## src/rtl/lif_pkg.sv

```systemverilog
// rtl/lif_pkg.sv - shared types and constants for the LIF layer
package lif_pkg;

  typedef enum logic [1:0] {
    ST_IDLE = 2'd0,
    ST_EVAL = 2'd1,
    ST_DONE = 2'd2
  } state_t;

  localparam logic [1:0] LD_INPUTS  = 2'd0;
  localparam logic [1:0] LD_WEIGHTS = 2'd1;
  localparam logic [1:0] LD_CONFIG  = 2'd2;
  localparam logic [1:0] LD_THRESH  = 2'd3;

  localparam int           THRESH_INIT = 5;
  localparam logic [255:0] WEIGHT_INIT = '1;

endpackage

```

## src/rtl/lif_update.sv

```systemverilog
// rtl/lif_update.sv - combinational single-neuron leak/integrate/fire step
module lif_update
  import lif_pkg::*;
#(
  parameter int SYNAPSES       = 32,
  parameter int MEMBRANE_BITS  = 8,
  parameter int THRESHOLD_BITS = 6,
  parameter int REFRACTORY     = 2,
  parameter int CW             = 2
) (
  input  logic [SYNAPSES-1:0]              i_inputs,
  input  logic [SYNAPSES-1:0]              i_weights,
  input  logic signed [MEMBRANE_BITS-1:0]  i_mem,
  input  logic [2:0]                       i_shift,
  input  logic                             i_mode,
  input  logic [THRESHOLD_BITS-1:0]        i_thresh,
  input  logic [CW-1:0]                    i_ref,
  output logic signed [MEMBRANE_BITS-1:0]  o_mem,
  output logic                             o_spike,
  output logic [CW-1:0]                    o_ref
);

  localparam int MB = MEMBRANE_BITS;
  localparam int SW = $clog2(SYNAPSES) + 2;
  localparam int VW = ((MB > SW) ? MB : SW) + 1;

  logic [SW-1:0]        w_pos;
  logic [SW-1:0]        w_neg;
  logic signed [SW-1:0] w_sum;
  logic signed [MB-1:0] w_leak;
  logic signed [VW-1:0] w_raw;
  logic                 w_ovf;
  logic signed [MB-1:0] w_v;
  logic signed [MB-1:0] w_thr_ext;
  logic                 w_fire;

  // Count agreeing (+1) and opposing (-1) active synapses.
  always_comb begin
    w_pos = '0;
    w_neg = '0;
    for (int b = 0; b < SYNAPSES; b++) begin
      w_pos = w_pos + SW'(i_inputs[b] & i_weights[b]);
      w_neg = w_neg + SW'(i_inputs[b] & ~i_weights[b]);
    end
  end

  assign w_sum  = $signed(w_pos) - $signed(w_neg);
  assign w_leak = (i_shift == 3'd0) ? i_mem : i_mem - (i_mem >>> i_shift);
  assign w_raw  = {{(VW-MB){w_leak[MB-1]}}, w_leak} + {{(VW-SW){w_sum[SW-1]}}, w_sum};

  // Result fits in MB bits only when all bits above the MB sign bit match it.
  assign w_ovf = !((&w_raw[VW-1:MB-1]) || !(|w_raw[VW-1:MB-1]));
  assign w_v   = w_ovf ? (w_raw[VW-1] ? {1'b1, {(MB-1){1'b0}}} : {1'b0, {(MB-1){1'b1}}})
                       : w_raw[MB-1:0];

  assign w_thr_ext = {{(MB-THRESHOLD_BITS){1'b0}}, i_thresh};
  assign w_fire    = (w_v >= w_thr_ext);

  // Refractory neurons only leak; otherwise integrate, fire and reset/subtract.
  always_comb begin
    o_mem   = w_v;
    o_spike = 1'b0;
    o_ref   = i_ref;
    if (i_ref != '0) begin
      o_mem = w_leak;
      o_ref = i_ref - CW'(1);
    end else if (w_fire) begin
      o_spike = 1'b1;
      o_ref   = CW'(REFRACTORY);
      o_mem   = i_mode ? (w_v - w_thr_ext) : '0;
    end
  end

endmodule

```

## src/rtl/lif_layer.sv

```systemverilog
// rtl/lif_layer.sv - time-multiplexed layer of LIF neurons with byte loader
module lif_layer
  import lif_pkg::*;
#(
  parameter int SYNAPSES       = 32,
  parameter int NEURONS        = 4,
  parameter int MEMBRANE_BITS  = 8,
  parameter int THRESHOLD_BITS = 6,
  parameter int REFRACTORY     = 2
) (
  input  logic                         clk,
  input  logic                         rst_n,
  input  logic                         load_valid,
  output logic                         load_ready,
  input  logic [1:0]                   load_sel,
  input  logic [$clog2(NEURONS)-1:0]   load_neuron,
  input  logic [7:0]                   load_data,
  input  logic                         tick,
  output logic                         busy,
  output logic                         step_done,
  output logic [NEURONS-1:0]           spikes
);

  localparam int IW = $clog2(NEURONS);
  localparam int CW = (REFRACTORY > 0) ? $clog2(REFRACTORY + 1) : 1;
  localparam int MB = MEMBRANE_BITS;

  logic [SYNAPSES-1:0]       r_inputs;
  logic [SYNAPSES-1:0]       r_weights [NEURONS];
  logic [THRESHOLD_BITS-1:0] r_thresh  [NEURONS];
  logic [2:0]                r_shift   [NEURONS];
  logic                      r_mode    [NEURONS];
  logic signed [MB-1:0]      r_mem     [NEURONS];
  logic [CW-1:0]             r_ref     [NEURONS];
  state_t                    r_state;
  state_t                    w_state_nxt;
  logic [IW-1:0]             r_idx;
  logic [NEURONS-1:0]        r_shadow;
  logic [NEURONS-1:0]        r_spikes;
  logic                      r_step_done;

  logic                      w_load_fire;
  logic                      w_nsel_ok;
  logic signed [MB-1:0]      w_mem_nxt;
  logic                      w_spike;
  logic [CW-1:0]             w_ref_nxt;

  assign busy        = (r_state != ST_IDLE);
  assign load_ready  = !busy;
  assign spikes      = r_spikes;
  assign step_done   = r_step_done;
  assign w_load_fire = load_valid && load_ready;
  assign w_nsel_ok   = (int'(load_neuron) < NEURONS);

  // Byte loader: shift inputs/weights, write per-neuron config and threshold.
  always_ff @(posedge clk or negedge rst_n) begin
    if (!rst_n) begin
      r_inputs <= '0;
      for (int n = 0; n < NEURONS; n++) begin
        r_weights[n] <= WEIGHT_INIT[SYNAPSES-1:0];
        r_thresh[n]  <= THRESHOLD_BITS'(THRESH_INIT);
        r_shift[n]   <= 3'd0;
        r_mode[n]    <= 1'b0;
      end
    end else if (w_load_fire) begin
      case (load_sel)
        LD_INPUTS:  r_inputs <= (r_inputs << 8) | SYNAPSES'(load_data);
        LD_WEIGHTS: if (w_nsel_ok) r_weights[load_neuron] <= (r_weights[load_neuron] << 8) | SYNAPSES'(load_data);
        LD_CONFIG:  if (w_nsel_ok) begin
                      r_shift[load_neuron] <= load_data[2:0];
                      r_mode[load_neuron]  <= load_data[3];
                    end
        default:    if (w_nsel_ok) r_thresh[load_neuron] <= load_data[THRESHOLD_BITS-1:0];
      endcase
    end
  end

  // Sweep FSM state register.
  always_ff @(posedge clk or negedge rst_n) begin
    if (!rst_n) r_state <= ST_IDLE;
    else        r_state <= w_state_nxt;
  end

  // Sweep FSM next state: one EVAL cycle per neuron, then one DONE cycle.
  always_comb begin
    w_state_nxt = r_state;
    case (r_state)
      ST_IDLE: if (tick) w_state_nxt = ST_EVAL;
      ST_EVAL: if (r_idx == IW'(NEURONS - 1)) w_state_nxt = ST_DONE;
      ST_DONE: w_state_nxt = ST_IDLE;
      default: w_state_nxt = ST_IDLE;
    endcase
  end

  lif_update #(
    .SYNAPSES       (SYNAPSES),
    .MEMBRANE_BITS  (MEMBRANE_BITS),
    .THRESHOLD_BITS (THRESHOLD_BITS),
    .REFRACTORY     (REFRACTORY),
    .CW             (CW)
  ) u_update (
    .i_inputs  (r_inputs),
    .i_weights (r_weights[r_idx]),
    .i_mem     (r_mem[r_idx]),
    .i_shift   (r_shift[r_idx]),
    .i_mode    (r_mode[r_idx]),
    .i_thresh  (r_thresh[r_idx]),
    .i_ref     (r_ref[r_idx]),
    .o_mem     (w_mem_nxt),
    .o_spike   (w_spike),
    .o_ref     (w_ref_nxt)
  );

  // Neuron register file update, shadow spikes, and commit at end of sweep.
  always_ff @(posedge clk or negedge rst_n) begin
    if (!rst_n) begin
      for (int n = 0; n < NEURONS; n++) begin
        r_mem[n] <= '0;
        r_ref[n] <= '0;
      end
      r_idx       <= '0;
      r_shadow    <= '0;
      r_spikes    <= '0;
      r_step_done <= 1'b0;
    end else begin
      r_step_done <= 1'b0;
      case (r_state)
        ST_IDLE: if (tick) r_idx <= '0;
        ST_EVAL: begin
          r_mem[r_idx]    <= w_mem_nxt;
          r_ref[r_idx]    <= w_ref_nxt;
          r_shadow[r_idx] <= w_spike;
          r_idx           <= r_idx + 1'b1;
        end
        ST_DONE: begin
          r_spikes    <= r_shadow;
          r_step_done <= 1'b1;
        end
        default: ;
      endcase
    end
  end

endmodule
```

## config.mk

```make
export PLATFORM = sky130hd
export DESIGN_NAME = lif_layer
export DESIGN_NICKNAME = d
export VERILOG_FILES = /design/src/rtl/lif_pkg.sv /design/src/rtl/lif_update.sv /design/src/rtl/lif_layer.sv
export SDC_FILE = /design/constraint.sdc
export NUM_CORES = 1
export LEC_CHECK = 0
export ABC_CLOCK_PERIOD_IN_PS = 12400
export BUFFER_PORTS_ARGS = -buffer_cell sky130_fd_sc_hd__buf_2
export CAP_MARGIN = 20
export CORE_MARGIN = 1
export CORE_UTILIZATION = 60
export CTS_CLUSTER_DIAMETER = 40
export DETAILED_ROUTE_END_ITERATION = 6
export PLACE_DENSITY = 0.73
export SLEW_MARGIN = 20
export SYNTH_ARGS = -nofsm -noshare
export SYNTH_HDL_FRONTEND = slang
export SYNTH_SLANG_ARGS = --single-unit
```

## constraint.sdc

```tcl
create_clock -name clk -period 12.4 [get_ports clk]
set_input_delay 2.48 -clock clk [delete_from_list [all_inputs] [get_ports clk]]
set_output_delay 2.48 -clock clk [all_outputs]
set_load 0.05 [all_outputs]
```

==> flow_summary.json <==
{
  "status": "complete, no violations",
  "worstPathMaxFanout": 33,
  "hpwl_mm": 23.06,
  "portBuffers": 22,
  "drc": 0,
  "cts_sinks": 253,
  "synth_top_area_cell": "dfstp_2",
  "dp_cells": 1606,
  "place_ws_ps": 873.0,
  "grt_start_max_net_pins": 111,
  "path_clk_slew_ps": 50,
  "ctsHoldBuffers": 0,
  "synthArstFlopShare_pct": 100.0,
  "worstPathRequired_ps": 12780,
  "fmax_mhz": 86.77,
  "period_minus_slack_ps": 11520,
  "cts_resized": 0,
  "cts_tree": "yes",
  "ios": 23,
  "ys_warn_count": 0,
  "vias": 10294,
  "grt_pass1_wl_mm": 56.39,
  "hold_viol": 0,
  "routed_wl_mm": 34.38,
  "crit_slowest_cell": "dfrtp_4",
  "tns_ps": 0,
  "cts_setup_buffers": 0,
  "grt_pass1_vias": 10555,
  "rsz0062_at_grt": "no",
  "synth.distinct_cells": 65,
  "routedWlPerCell_um": 20.44,
  "drtIter0Drc": 768,
  "synth_cells": 1324,
  "clockBufferDepth": 3,
  "die_h_um": 160.4,
  "synth.avg_cell_area_um2": 11.37,
  "path_class": "register to register",
  "num_antenna_cells": 0,
  "setup_viol": 0,
  "yosysTopAreaCellShare_pct": 23.73,
  "final_layout_size_suffix_gt1_share_pct": 31.52,
  "fin_nets": 1439,
  "synth_ff_type": "dfstp_2",
  "cts-buffers-inserted": 41,
  "ant_nets": 0,
  "initial_utilization_pct": 61.55,
  "antenna_found_initial": 1,
  "dieArea_um2": 25730,
  "yosys-top-cells-area": "dfstp_2 (24%), dfrtp_1 (19%), mux2_2 (8.4%)",
  "start_kind": "register",
  "worst-endpoint-arrival_ps": 11900,
  "fin_skew_ps": 21.23,
  "synth_seq_cells": 253,
  "min_path_type": "register to register",
  "syn_to_final_growth_pct": 12.26,
  "core_region_area_um2": 24460,
  "yosysSeqAreaShare_pct": 43.18,
  "die_x_um": 160.4,
  "root_buffer": "clkbuf_16",
  "crit_top_cell": "fa_1",
  "min_period_over_period_pct": 92.94,
  "synth_edf_count": 0,
  "cts.htree.levels": 2,
  "tightest_slew_ps": 880.7,
  "drtPass1Iterations": 5,
  "layout_commonest_cell": "nand2_1",
  "cap_violations": 0,
  "syn_nets": 1438,
  "rows": 57,
  "netlist_area_um2": 15060,
  "layout_common_cells": "nand2_1 (222), dfstp_2 (136), dfrtp_1 (115), mux2_2 (112), inv_1 (93)",
  "maxSlewViolCount": 0,
  "gp_congestion": 0.9263,
  "avgViaCountPerCell": 6.120,
  "cp-end-kind": "register",
  "gr-total-overflow": 0,
  "max_slew_margin_pct": 41.29,
  "max_stage_delay_ps": 880,
  "finalWorstSetupSlack_ps": 875.8,
  "layout.cells.non_filler": 1682,
  "clock_latency_ps": 540,
  "gr-usage-all-layers_pct": 27.99,
  "final_core_utilization_pct": 69.09
}
worst max-delay path: cells and delay by family, from the launching register on:
family | cells | cell delay, ps
multiplexers | 1 | 320
XOR/XNOR | 1 | 80
buffers and inverters | 8 | 880
adder cells (fa/ha/maj) | 13 | 5760
flip-flops | 1 | 880
AND/OR/NAND/NOR | 4 | 680
AO/OA/AOI/OAI | 12 | 2770
cells in the mapped netlist (all sizes together) (36+ instances only):
| cell type | count |
|---|---|
| dfstp | 136 |
| nand4b | 48 |
| nor2 | 36 |
| fa | 58 |
| ha | 40 |
| nand2 | 222 |
| mux4 | 54 |
| clkbuf | 68 |
| dfrtp | 117 |
| mux2 | 113 |
| o21ai | 42 |
| inv | 93 |
metal layers:
metal	up-vias	GRT usage [%]	wire length, µm	share of wire [%]
met1	5354	40.78	15780	46
li1	4666	-	-	-
met4	0	7.662	578	1.7
met5	-	0	0	0
met2	222	44.18	16480	48
met3	52	4.081	1540	4.5
registers in the layout, summed over array words and instances, names as in the netlist:
register   count
r_weights    128
r_inputs      32
r_mem         32
r_thresh      24
r_shift       12
r_ref          8
r_mode         4
r_shadow       4
spikes         4
r_idx          2
r_state        2
step_done      1
path summary, 6_finish.rpt:
check | to | slack [ps] | cells past startpoint | startpoint
setup / recovery | r_mem[20] | 880 | 39 | r_idx[0]
hold / removal | r_weights[62] | 450 | 2 | r_weights[62]
setup reg to reg | r_mem[20] | 880 | 39 | r_idx[0]
hold reg to reg | r_weights[62] | 450 | 2 | r_weights[62]
max in group asynchronous | r_idx[1] | 9060 | 2 | rst_n
min in group asynchronous | r_inputs[31] | 2030 | 1 | rst_n
metrics by stage:
step           hold slack, ps  instance area (µm²)
2_1_floorplan           437.0                15060
3_3_place_gp            445.8                15390
3_5_place_dp            446.0                15390
4_1_cts                 455.0                16900
5_1_grt                 468.0                16900
6_report                451.6                16900
cell families (layout without fill, tap and decap cells):
| kind of cell | after synthesis | count (layout) | synth area share, % |
|---|---|---|---|
| buf+inv | 172 | 206 | 4.479 |
| simple gates | 447 | 447 | 15.75 |
| compound gates | 168 | 168 | 7.845 |
| fa+ha+maj | 98 | 98 | 11.04 |
| flops | 253 | 253 | 43.18 |
| mux | 173 | 173 | 16.95 |
| xor+xnor | 13 | 13 | 0.7563 |
cell type report:
cell class	count	area, µm²
timing repair buffer	37	236.5
tap	324	405.4
inverter	93	349.1
fill	1752	7561
clock inverter	21	361.6
clock buffer	55	1150
multi-input combinational	899	7893
sequential	253	6506
Power is not shown: default switching activity piles up to over one toggle a cycle in this logic, so the estimate is an artifact.
